## config.mk

```make
export PLATFORM = sky130hd
export DESIGN_NAME = vga_tx
export DESIGN_NICKNAME = d
export VERILOG_FILES = /design/src/rtl/vga_tx.sv
export SDC_FILE = /design/constraint.sdc
export NUM_CORES = 1
export LEC_CHECK = 0
export ABC_AREA = 1
export CORE_MARGIN = 2
export CORE_UTILIZATION = 45
export DETAILED_ROUTE_END_ITERATION = 8
export DONT_BUFFER_PORTS = 1
export SYNTH_ARGS = -nofsm -noshare
export SYNTH_HDL_FRONTEND = slang
export SYNTH_SLANG_ARGS = --single-unit
```

## constraint.sdc

```tcl
create_clock -name V_CLK -period 1.7 [get_ports V_CLK]
set_input_delay 0.34 -clock V_CLK [delete_from_list [all_inputs] [get_ports V_CLK]]
set_output_delay 0.34 -clock V_CLK [all_outputs]
set_load 0.05 [all_outputs]
```

## src/rtl/vga_tx.sv

```systemverilog
// vga_tx: VGA raster generator reading 8-bit greyscale pixels from the
// frame-buffer BRAM and driving sync, data-enable and pixel outputs.
// Three-stage pipeline: counters, BRAM address/flags, VGA outputs.
// Optional macro VGA_TX_BORDER_EN: fill visible pixels outside the stored
// image with BORDER_COLOR instead of black.
`timescale 1ns/1ps

module vga_tx #(
  parameter int unsigned H_VISIBLE    = 640,
  parameter int unsigned H_FRONT      = 16,
  parameter int unsigned H_SYNC       = 96,
  parameter int unsigned H_BACK       = 48,
  parameter int unsigned V_VISIBLE    = 480,
  parameter int unsigned V_FRONT      = 10,
  parameter int unsigned V_SYNC       = 2,
  parameter int unsigned V_BACK       = 33,
  parameter int unsigned SRC_W        = 128,
  parameter int unsigned SRC_H        = 96,
  parameter int unsigned X0           = 256,
  parameter int unsigned Y0           = 192,
  parameter logic [7:0]  BORDER_COLOR = 8'h10
) (
  input  logic        V_CLK,
  input  logic        RESET,
  input  logic        ENABLE,
  output logic [13:0] BRAM_ADDR,
  output logic        BRAM_RE,
  input  logic [7:0]  BRAM_DOUT,
  output logic        VGA_HS,
  output logic        VGA_VS,
  output logic        VGA_DE,
  output logic [7:0]  VGA_DATA,
  output logic        FRAME_START
);

  localparam int unsigned H_TOTAL = H_VISIBLE + H_FRONT + H_SYNC + H_BACK;
  localparam int unsigned V_TOTAL = V_VISIBLE + V_FRONT + V_SYNC + V_BACK;
  localparam int unsigned HW      = $clog2(H_TOTAL);
  localparam int unsigned VW      = $clog2(V_TOTAL);

  localparam logic [HW-1:0] H_LAST    = HW'(H_TOTAL - 1);
  localparam logic [HW-1:0] H_VIS_END = HW'(H_VISIBLE);
  localparam logic [HW-1:0] HS_BEG    = HW'(H_VISIBLE + H_FRONT);
  localparam logic [HW-1:0] HS_END    = HW'(H_VISIBLE + H_FRONT + H_SYNC);
  localparam logic [HW-1:0] X_BEG     = HW'(X0);
  localparam logic [HW-1:0] X_END     = HW'(X0 + SRC_W);
  localparam logic [HW-1:0] X_LAST    = HW'(X0 + SRC_W - 1);

  localparam logic [VW-1:0] V_LAST    = VW'(V_TOTAL - 1);
  localparam logic [VW-1:0] V_VIS_END = VW'(V_VISIBLE);
  localparam logic [VW-1:0] VS_BEG    = VW'(V_VISIBLE + V_FRONT);
  localparam logic [VW-1:0] VS_END    = VW'(V_VISIBLE + V_FRONT + V_SYNC);
  localparam logic [VW-1:0] Y_BEG     = VW'(Y0);
  localparam logic [VW-1:0] Y_END     = VW'(Y0 + SRC_H);

  localparam logic [13:0] ROW_STEP = 14'(SRC_W);

  // Stage 0: raster counters and the base address of the current image row
  logic [HW-1:0] h_cnt_q, h_cnt_d;
  logic [VW-1:0] v_cnt_q, v_cnt_d;
  logic [13:0]   row_base_q, row_base_d;

  // Stage 1: BRAM read request and raster flags delayed by one cycle
  logic [13:0] addr_q, addr_d;
  logic        re_q, re_d;
  logic        hs1_q, hs1_d;
  logic        vs1_q, vs1_d;
  logic        de1_q, de1_d;
  logic        fs1_q, fs1_d;

  // Stage 2: VGA-side registers, aligned with the BRAM read data
  logic        hs2_q, hs2_d;
  logic        vs2_q, vs2_d;
  logic        de2_q, de2_d;
  logic        fs2_q, fs2_d;
  logic        inreg2_q, inreg2_d;
  logic [7:0]  fill2_q, fill2_d;

  logic h_wrap;
  logic frame_wrap;
  logic in_region;

`ifndef VGA_TX_BORDER_EN
  logic unused_border;
  assign unused_border = ^BORDER_COLOR;
`endif

  // Next-state logic for every pipeline stage, computed from the current flops
  always_comb begin
    h_wrap     = (h_cnt_q == H_LAST);
    frame_wrap = h_wrap && (v_cnt_q == V_LAST);
    in_region  = (h_cnt_q >= X_BEG) && (h_cnt_q < X_END) &&
                 (v_cnt_q >= Y_BEG) && (v_cnt_q < Y_END);

    h_cnt_d    = h_wrap ? '0 : h_cnt_q + HW'(1);
    v_cnt_d    = v_cnt_q;
    if (h_wrap) begin
      v_cnt_d = (v_cnt_q == V_LAST) ? '0 : v_cnt_q + VW'(1);
    end

    row_base_d = row_base_q;
    if (frame_wrap) begin
      row_base_d = '0;
    end else if (in_region && (h_cnt_q == X_LAST)) begin
      row_base_d = row_base_q + ROW_STEP;
    end

    addr_d = addr_q;
    if (in_region) begin
      addr_d = (h_cnt_q == X_BEG) ? row_base_q : addr_q + 14'd1;
    end
    re_d  = in_region;
    hs1_d = !((h_cnt_q >= HS_BEG) && (h_cnt_q < HS_END));
    vs1_d = !((v_cnt_q >= VS_BEG) && (v_cnt_q < VS_END));
    de1_d = (h_cnt_q < H_VIS_END) && (v_cnt_q < V_VIS_END);
    fs1_d = (h_cnt_q == '0) && (v_cnt_q == '0);

    hs2_d    = hs1_q;
    vs2_d    = vs1_q;
    de2_d    = de1_q;
    fs2_d    = fs1_q;
    inreg2_d = re_q;
`ifdef VGA_TX_BORDER_EN
    fill2_d  = (de1_q && !re_q) ? BORDER_COLOR : 8'h00;
`else
    fill2_d  = 8'h00;
`endif
  end

  // Pipeline registers; reset and a low ENABLE both return everything to idle
  always_ff @(posedge V_CLK) begin
    if (RESET || !ENABLE) begin
      h_cnt_q    <= '0;
      v_cnt_q    <= '0;
      row_base_q <= '0;
      addr_q     <= '0;
      re_q       <= 1'b0;
      hs1_q      <= 1'b1;
      vs1_q      <= 1'b1;
      de1_q      <= 1'b0;
      fs1_q      <= 1'b0;
      hs2_q      <= 1'b1;
      vs2_q      <= 1'b1;
      de2_q      <= 1'b0;
      fs2_q      <= 1'b0;
      inreg2_q   <= 1'b0;
      fill2_q    <= 8'h00;
    end else begin
      h_cnt_q    <= h_cnt_d;
      v_cnt_q    <= v_cnt_d;
      row_base_q <= row_base_d;
      addr_q     <= addr_d;
      re_q       <= re_d;
      hs1_q      <= hs1_d;
      vs1_q      <= vs1_d;
      de1_q      <= de1_d;
      fs1_q      <= fs1_d;
      hs2_q      <= hs2_d;
      vs2_q      <= vs2_d;
      de2_q      <= de2_d;
      fs2_q      <= fs2_d;
      inreg2_q   <= inreg2_d;
      fill2_q    <= fill2_d;
    end
  end

  assign BRAM_ADDR   = addr_q;
  assign BRAM_RE     = re_q;
  assign VGA_HS      = hs2_q;
  assign VGA_VS      = vs2_q;
  assign VGA_DE      = de2_q;
  assign FRAME_START = fs2_q;
  // The BRAM output register supplies the stage-2 data; only the select is ours
  assign VGA_DATA    = inreg2_q ? BRAM_DOUT : fill2_q;

endmodule
```

* Yosys cells after proc, flatten, opt, wreduce, memory -nomap -nowiden
Index checks and enable logic that the tools add are counted.
Widths: inputs -> output; s select.
** Word-level totals
- Register bits :: 58
- Input port bits :: 11
- Word-level logic and storage cells :: 52
** Operators by class
- Add/sub/neg operators :: 4
- Magnitude comparators :: 10
- Eq/ne operators :: 4
- Muxes and demuxes :: 3
- Reductions and logical operators :: 17
** Operators with widths (count)
- $lt 10x9->1 const B :: 4
- $add 10x1->10 const B :: 2
- $eq 10x10->1 const B :: 2
- $eq 10x9->1 const B :: 2
- $ge 10x9->1 const B :: 2
- $logic_not 10->1 :: 2
- $lt 10x10->1 const B :: 2
- $add 14x1->14 const B :: 1
- $add 14x8->14 const B :: 1
- $mux 14 :: 1
- $ge 10x10->1 const B :: 1
- $ge 10x8->1 const B :: 1
- $mux 10 :: 1
- $logic_and 1x1->1 :: 9
- $mux 8 :: 1
- $reduce_or 2->1 :: 2
- $logic_not 1->1 :: 3
- $logic_or 1x1->1 :: 1

* Logic depth before layout (Yosys ltp)
Gate-level depths: netlist of run 1.
- Word-level depth :: 5
- Gate-level depth with buffers :: 10
- Mapped depth without buffers :: 10

* Worst setup path after synthesis of run 1
No wires, ideal clock.
- Path type :: register to register
- Start point :: register addr_q[0], in the netlist BRAM_ADDR[0]
- End point :: register addr_q[10], in the netlist BRAM_ADDR[10]
- Data arrival time :: 1.567 ns
- Data required time :: 1.569 ns
- Slack :: 0.003 ns
- Stages on the path, launching flop included :: 9
- Path through :: dfxtp_1 ha_1 nand3_1 nor2_1 nand2_1 nand2_1 nand3_1 nand3_1 a21oi_1
** Between the ends
- Cells in the longest elaborated chain, start to end :: 2
** Ends and longest elaborated chain
- from (decl) :: RTL line 64 : logic [13:0] addr_q, addr_d;
- from (signal assigned) :: RTL line 152 : addr_q <= addr_d;
- $add 14x1->14 :: RTL line 110 : addr_d = (h_cnt_q == X_BEG) ? row_base_q : addr_q + 14'd1;
- $mux 14 :: RTL line 110
Every way passes these cells.
A chain may end at the register's enable or synchronous reset.

* Final worst setup path of run 1
- Start point :: register h_cnt_q[0]
- End point :: register v_cnt_q[4]
** Between the ends
- Cells in the longest elaborated chain, start to end :: 1
** Ends and longest elaborated chain
- from (decl) :: RTL line 59 : logic [HW-1:0] h_cnt_q, h_cnt_d;
- from (signal assigned) :: RTL line 149 : h_cnt_q <= h_cnt_d;
- $eq 10x10->1 :: RTL line 90 : h_wrap = (h_cnt_q == H_LAST);
- to (signal assigned) :: RTL line 150 : v_cnt_q <= v_cnt_d;
- to (decl) :: RTL line 60 : logic [VW-1:0] v_cnt_q, v_cnt_d;
Every way passes these cells.

==> reports/metrics.csv, run 1 <==
metric,value,unit
status,finished clean,
Hold Crit Class,register to register,
critical-path maximum fanout,11,
drt pass-1 iters,4,
register bit total from synthesis,51,
Worst Setup Start Kind,register,
Max Freq,0.6493,GHz
period utilization,90.59,%
P per Cell Area,678.4,nW/um^2
CORE AREA,5921,sq um
CP required,1.95,ns
CP endpoint kind,register,
Post-CTS Setup Repair Bufs,0,
Max-Slew Margin vs Limit,66.46,%
average cell area after synthesis,6.758,sq um
Final Hold Fails,0,
DP HPWL,4298,um
crit-path leading delay family,simple AND/OR/NAND/NOR gates,
DRC marker count from the first detailed-route iteration,109,
Critical Path Stages,10,
top_reg_cell synth,dfxtp_1,
H-tree depth,2,
GR Overflow Total,0,
ant diodes,0,
Die Y,82.37,um
drt drc,0,
Worst path slowest cell,dfxtp_2,
routability cong.,0.8381,
CTS max path bufs,2,
Period minus WS final,1.540,ns
Ports,38,
Final Util,52.22,%
CP arrival,1.79,ns
Vias,2518,
total negative slack,0,ns
M1 wire length,2983,um
WL met3,216,um
Async SR Flop Fraction,0,%
Synth top area share,36.94,%
leakage power,1.247,nW
fin area,3092,sq um
wire length after detailed routing,5799,um
worst setup margin,0.1599,ns
vias in the first global route,2335,
warnings from Yosys,0,
Worst-Margin Slew,0.5025,ns
Vias/cell,4.986,
die footprint,6785,sq um
critical path class,register to register,
Overall Global Routing Usage,18.74,%
crit-path cells,"ha_1, nand2_1, nor2_2, nand3_1, nor2_2, buf_6, nand2_1, o21bai_1, nand2_1, nor2_1",
initial antenna violation count,0,
top layer in use,met4,
pin count of the biggest net entering global routing,22,
worst hold path depth,2,
CP bufs+invs,1,
most frequent cells after synthesis,"107 x nand2_1, 52 x inv_1, 51 x dfxtp_1, 49 x nor2_1, 43 x nand3_1",
"EDFF count, synth",0,
routed length on met2,2523,um
Clock Latency Late Sink,0.30,ns
die width,82.37,um
Crit path largest cell delay,0.37,ns
Yosys top cell by area,dfxtp_1,
Slew Limit Fails,0,
post-synthesis sequential area ratio,36.94,%
post-route ant nets,0,
Setup Viol. Count Final,0,
root buffer cell,clkbuf_8,
Synth cell types,29,
CTS tree,yes,
area growth from synthesis to layout,11.86,%
VDD IR max,501.1,uV
max-cap viol count,0,
# nets final,446,
most frequent CP cell,nand2_1,
reg2reg path depth,10,
Tot Pwr,2.097,mW
total CTS buffers,5,
PortBufs,0,
Synthesized Nets,426,
CTS sink cnt,51,
row count,28,
first-pass GRT wire length,9956,um
skew final,0.007086,ns
unrepaired setup endpoints after global routing,no,
"top cells by area, synth","dfxtp_1 37%, nand2_1 15%, nand3_1 7.8%",
DR WL/cell,11.48,um
starting density of the core,46.68,%
clock-pin slew on the worst setup and hold paths,0.09,ns
Placed Area,2970,sq um
Post-Syn Area,2764,sq um
cells after synthesis,409,
most frequent cell after synthesis,nand2_1,
share of layout cells above drive strength 1,11.86,%
Place WS,0.08391,ns
-- report_power, final --
part,total (mW),internal (mW),switching (mW)
logic,0.0480,0.0150,0.0330
registers,1.21,1.20,0.00799
clock network,0.841,0.438,0.403
total,2.10,1.65,0.444
-- routing by layer --
metal | vias up | global-route usage (%)
li1 | 1329 | -
met1 | 1138 | 24.48
met2 | 44 | 30.81
met3 | 7 | 3.804
met4 | 0 | 6.167
met5 | - | 0
-- registers in the layout, indices dropped and copies added, names as in the netlist --
| signal | flops |
|---|---|
| VGA_VS | 1 |
| VGA_DE | 1 |
| VGA_HS | 1 |
| BRAM_RE | 1 |
| FRAME_START | 1 |
| vs1_q | 1 |
| v_cnt_q | 10 |
| hs1_q | 1 |
| BRAM_ADDR | 14 |
| inreg2_q | 1 |
| de1_q | 1 |
| row_base_q | 7 |
| fs1_q | 1 |
| h_cnt_q | 10 |
-- repair_timing --
item | CTS | global route
resized for setup | 0 | 4
endpoints found under the setup margin | 0 | 16
hold buffers | 0 | 0
-- cells by family after synthesis --
family,Yosys count,synth area share (%)
AOI/OAI and AO/OA,36,7.379
xor gates and xnor gates,18,5.704
adders and majority gates,6,2.716
buffers and inverters,63,9.687
DFF,51,36.94
and+or+nand+nor,235,37.57
-- area by class of cell --
| class | instances | area (sq um) |
|---|---|---|
| fill | 635 | 2829 |
| multi-input combinational | 295 | 1478 |
| sequential | 51 | 1023 |
| inverter | 54 | 202.7 |
| timing repair buffer | 22 | 181.4 |
| tap | 75 | 93.84 |
| clock buffer | 5 | 68.82 |
| clock inverter | 3 | 43.79 |
-- worst register-to-register path: cells and delay by family (launching register included) --
family	cells	cell delay, ns
AND/OR/NAND/NOR	7	0.64
AO/OA/AOI/OAI	1	0.15
adder cells (fa/ha/maj)	1	0.18
flip-flops	1	0.37
buffers and inverters	1	0.15
-- path summary, 6_finish.rpt --
kind	from	to	slack [ns]
worst min register to register	fs1_q	FRAME_START	0.42
worst max register to register	h_cnt_q[0]	v_cnt_q[4]	0.16
worst min-delay path	fs1_q	FRAME_START	0.42
worst max-delay path	h_cnt_q[0]	v_cnt_q[4]	0.16
-- metrics by stage --
stage,instances,hold WS (ns)
after floorplan,409,0.3925
after global placement,497,0.3983
after detailed placement,497,0.4024
after CTS,505,0.4186
after global routing,505,0.4364
final,505,0.4156
-- cell usage in the layout (no fill, tap or decap), types with 2 or more instances in the layout --
master	n
nand2_2	4
ha_1	6
buf_4	20
o21bai_1	2
nor2_1	48
dfxtp_2	2
clkbuf_8	5
xor2_1	12
or2_2	2
inv_1	52
nor4_1	3
nand3_1	43
xnor2_1	6
dfxtp_1	49
inv_2	2
a21oi_1	27
nor2_2	5
o21ai_0	4
nor3_1	7
nor2_4	2
nand2_1	107
nand4_1	11
Power figures use the tool's default switching activity.
==> run 2: changes to the inputs <==
--- a/config.mk
+++ b/config.mk
@@ -13,3 +13,4 @@
 export SYNTH_ARGS = -nofsm -noshare
 export SYNTH_HDL_FRONTEND = slang
 export SYNTH_SLANG_ARGS = --single-unit
+export TNS_END_PERCENT = 20
==> results of run 2 <==
Same layout as run 1: the final DEF is identical, and so are final timing and power.
==> run 3: changes to the inputs <==
--- a/config.mk
+++ b/config.mk
@@ -7,9 +7,10 @@
 export LEC_CHECK = 0
 export ABC_AREA = 1
 export CORE_MARGIN = 2
-export CORE_UTILIZATION = 45
+export CORE_UTILIZATION = 50
 export DETAILED_ROUTE_END_ITERATION = 8
 export DONT_BUFFER_PORTS = 1
+export REMOVE_ABC_BUFFERS = 1
 export SYNTH_ARGS = -nofsm -noshare
 export SYNTH_HDL_FRONTEND = slang
 export SYNTH_SLANG_ARGS = --single-unit
==> constraint.sdc (replaced) <==
create_clock -name V_CLK -period 1.7 [get_ports V_CLK]
set_input_delay 0.425 -clock V_CLK [delete_from_list [all_inputs] [get_ports V_CLK]]
set_output_delay 0.425 -clock V_CLK [all_outputs]
set_load 0.05 [all_outputs]
==> run 3 against run 2 <==
Against the previous run: maximum frequency decreased by 2.6%; sequential power is essentially flat; die area decreased by 9.5%; non-clock buffer count is 3 higher; worst hold slack better by 0.0029 ns; design area increased by 0.85%; highest routed layer unchanged; clock skew hardly changed; critical path depth decreased by 8; flip-flop and latch count stayed put; sequential share of layout area decreased by 0.20 points; combinational power about the same; first-iteration DRC count grew 28%.
==> reports/metrics.csv, run 3 (synthesis results as in run 1) <==
metric,value,unit
status,finished clean,
CTS sink cnt,51,
GR Overflow Total,0,
CP arrival,1.16,ns
Ports,38,
Placed Area,2962,sq um
Max-Slew Margin vs Limit,66.81,%
Clk pwr share,44.3,%
die footprint,6139,sq um
critical-path maximum fanout,8,
FILL cells,539,
PortBufs,0,
leakage power,1.270,nW
root buffer cell,clkbuf_8,
VDD IR max,513.3,uV
CTS tree,yes,
unrepaired setup endpoints after global routing,no,
Overall Global Routing Usage,20.82,%
pin count of the biggest net entering global routing,21,
Comb power frac,2.1,%
period utilization,92.99,%
Slew Limit Fails,0,
Internal Dissipation,1.803,mW
skew final,0.007068,ns
first-pass GRT wire length,10200,um
H-tree depth,2,
CP endpoint kind,primary output,
routability cong.,0.8748,
Vias/cell,5.022,
Setup Viol. Count Final,0,
Seq pwr share,53.6,%
Net Switching,451.6,uW
CTS max path bufs,2,
Worst Setup Start Kind,register,
P per Cell Area,723.1,nW/um^2
DR WL/cell,11.92,um
ant diodes,0,
DRC marker count from the first detailed-route iteration,139,
worst setup margin,0.1192,ns
initial antenna violation count,0,
max-cap viol count,0,
Place WS,0.09642,ns
Worst-Margin Slew,0.4972,ns
Hold Crit Class,register to register,
post-route ant nets,0,
Period minus WS final,1.581,ns
vias in the first global route,2324,
DP HPWL,4465,um
row count,27,
starting density of the core,51.13,%
max reg flops,14,
CORE AREA,5405,sq um
clock-pin slew on the worst setup and hold paths,0.09,ns
Clock Latency Late Sink,0.31,ns
die width,78.35,um
area growth from synthesis to layout,12.81,%
Max Freq,0.6326,GHz
Vias,2536,
# nets final,449,
drt drc,0,
Sw Share,20.03,%
hold bufs inserted after CTS,0,
CP required,1.27,ns
Die Y,78.35,um
wire length after detailed routing,6019,um
most frequent cells in the layout,"107 x nand2_1, 52 x inv_1, 49 x dfxtp_1, 49 x nor2_1, 43 x nand3_1",
fin area,3118,sq um
total CTS buffers,5,
share of layout cells above drive strength 1,12.01,%
critical path class,register to primary output,
drt pass-1 iters,4,
"commonest non-fill, non-tap cell in the layout",nand2_1,
Final Hold Fails,0,
run 3: cell types whose count changed in the layout (fill, tap and decap cells not counted):
| cell | change |
|---|---|
| nor2_1 | +1 |
| nor2_2 | -1 |
| buf_12 | -1 |
| buf_4 | +4 |
| clkinv_2 | -1 |
| bufinv_16 | +1 |
| clkinv_4 | -1 |
| clkbuf_1 | +1 |
| dfxtp_2 | -1 |
| dfxtp_4 | +1 |
run 3: worst paths after layout:
check / startpoint / end / slack, ns / cells after the start
max reg2reg: h_cnt_q[0] / row_base_q[11] / 0.15 / 8
min: de1_q / VGA_DE / 0.42 / 2
min reg2reg: de1_q / VGA_DE / 0.42 / 2
max: inreg2_q / VGA_DATA[4] / 0.12 / 2
run 3: layout make-up:
cell class                      instances  area, sq um  area share (%)
Sequential cell                        51         1026           32.91
Multi-Input combinational cell        295         1475           47.31
Inverter                               54        202.7           6.501
Timing Repair Buffer                   25        191.4           6.140
Clock buffer                            6        72.57           2.327
Tap cell                               72        90.09           2.889
Clock inverter                          2        60.06           1.926
run 3: timing repair:
item | CTS | global route
buffers inserted | 0 | 2
resized for setup | 0 | 4
setup endpoints to repair | 0 | 9
run 3: worst max-delay path: stages, from the launching register on:
cell and delay (ns):
dfxtp_1 0.45, nand2_1 0.08, inv_1 0.32
run 3: through the flow:
step / instances / setup TNS [ns] / hold WS, ns / power (mW) / util [%]
after floorplan: 400 / -0.01451 / 0.3925 / 1.266 / -
after global placement: 495 / 0 / 0.3962 / 1.286 / 54.79
after detailed placement: 495 / 0 / 0.4047 / 1.286 / 54.79
after CTS: 503 / 0 / 0.4237 / 2.279 / 57.25
after global routing: 505 / 0 / 0.4338 / 2.324 / 57.69
final: 505 / 0 / 0.4185 / 2.255 / 57.69
run 3: per-layer routing:
layer	vias to the layer above	share of wire, %	GRT usage, %
met2	54	49	37.41
met5	-	0	0
met4	0	2.1	8.596
li1	1347	-	-
met3	12	3.6	2.989
met1	1123	45	24.80
run 3: power by group through the flow:
stage / Combinational [mW] / Sequential, mW / Clock, mW
detailed placement: 0.0495 / 1.24 / 0
global placement: 0.0496 / 1.24 / 0
global route: 0.0552 / 1.21 / 1.06
finish: 0.0482 / 1.21 / 0.999
CTS: 0.0497 / 1.21 / 1.02
floorplan: 0.0314 / 1.24 / 0
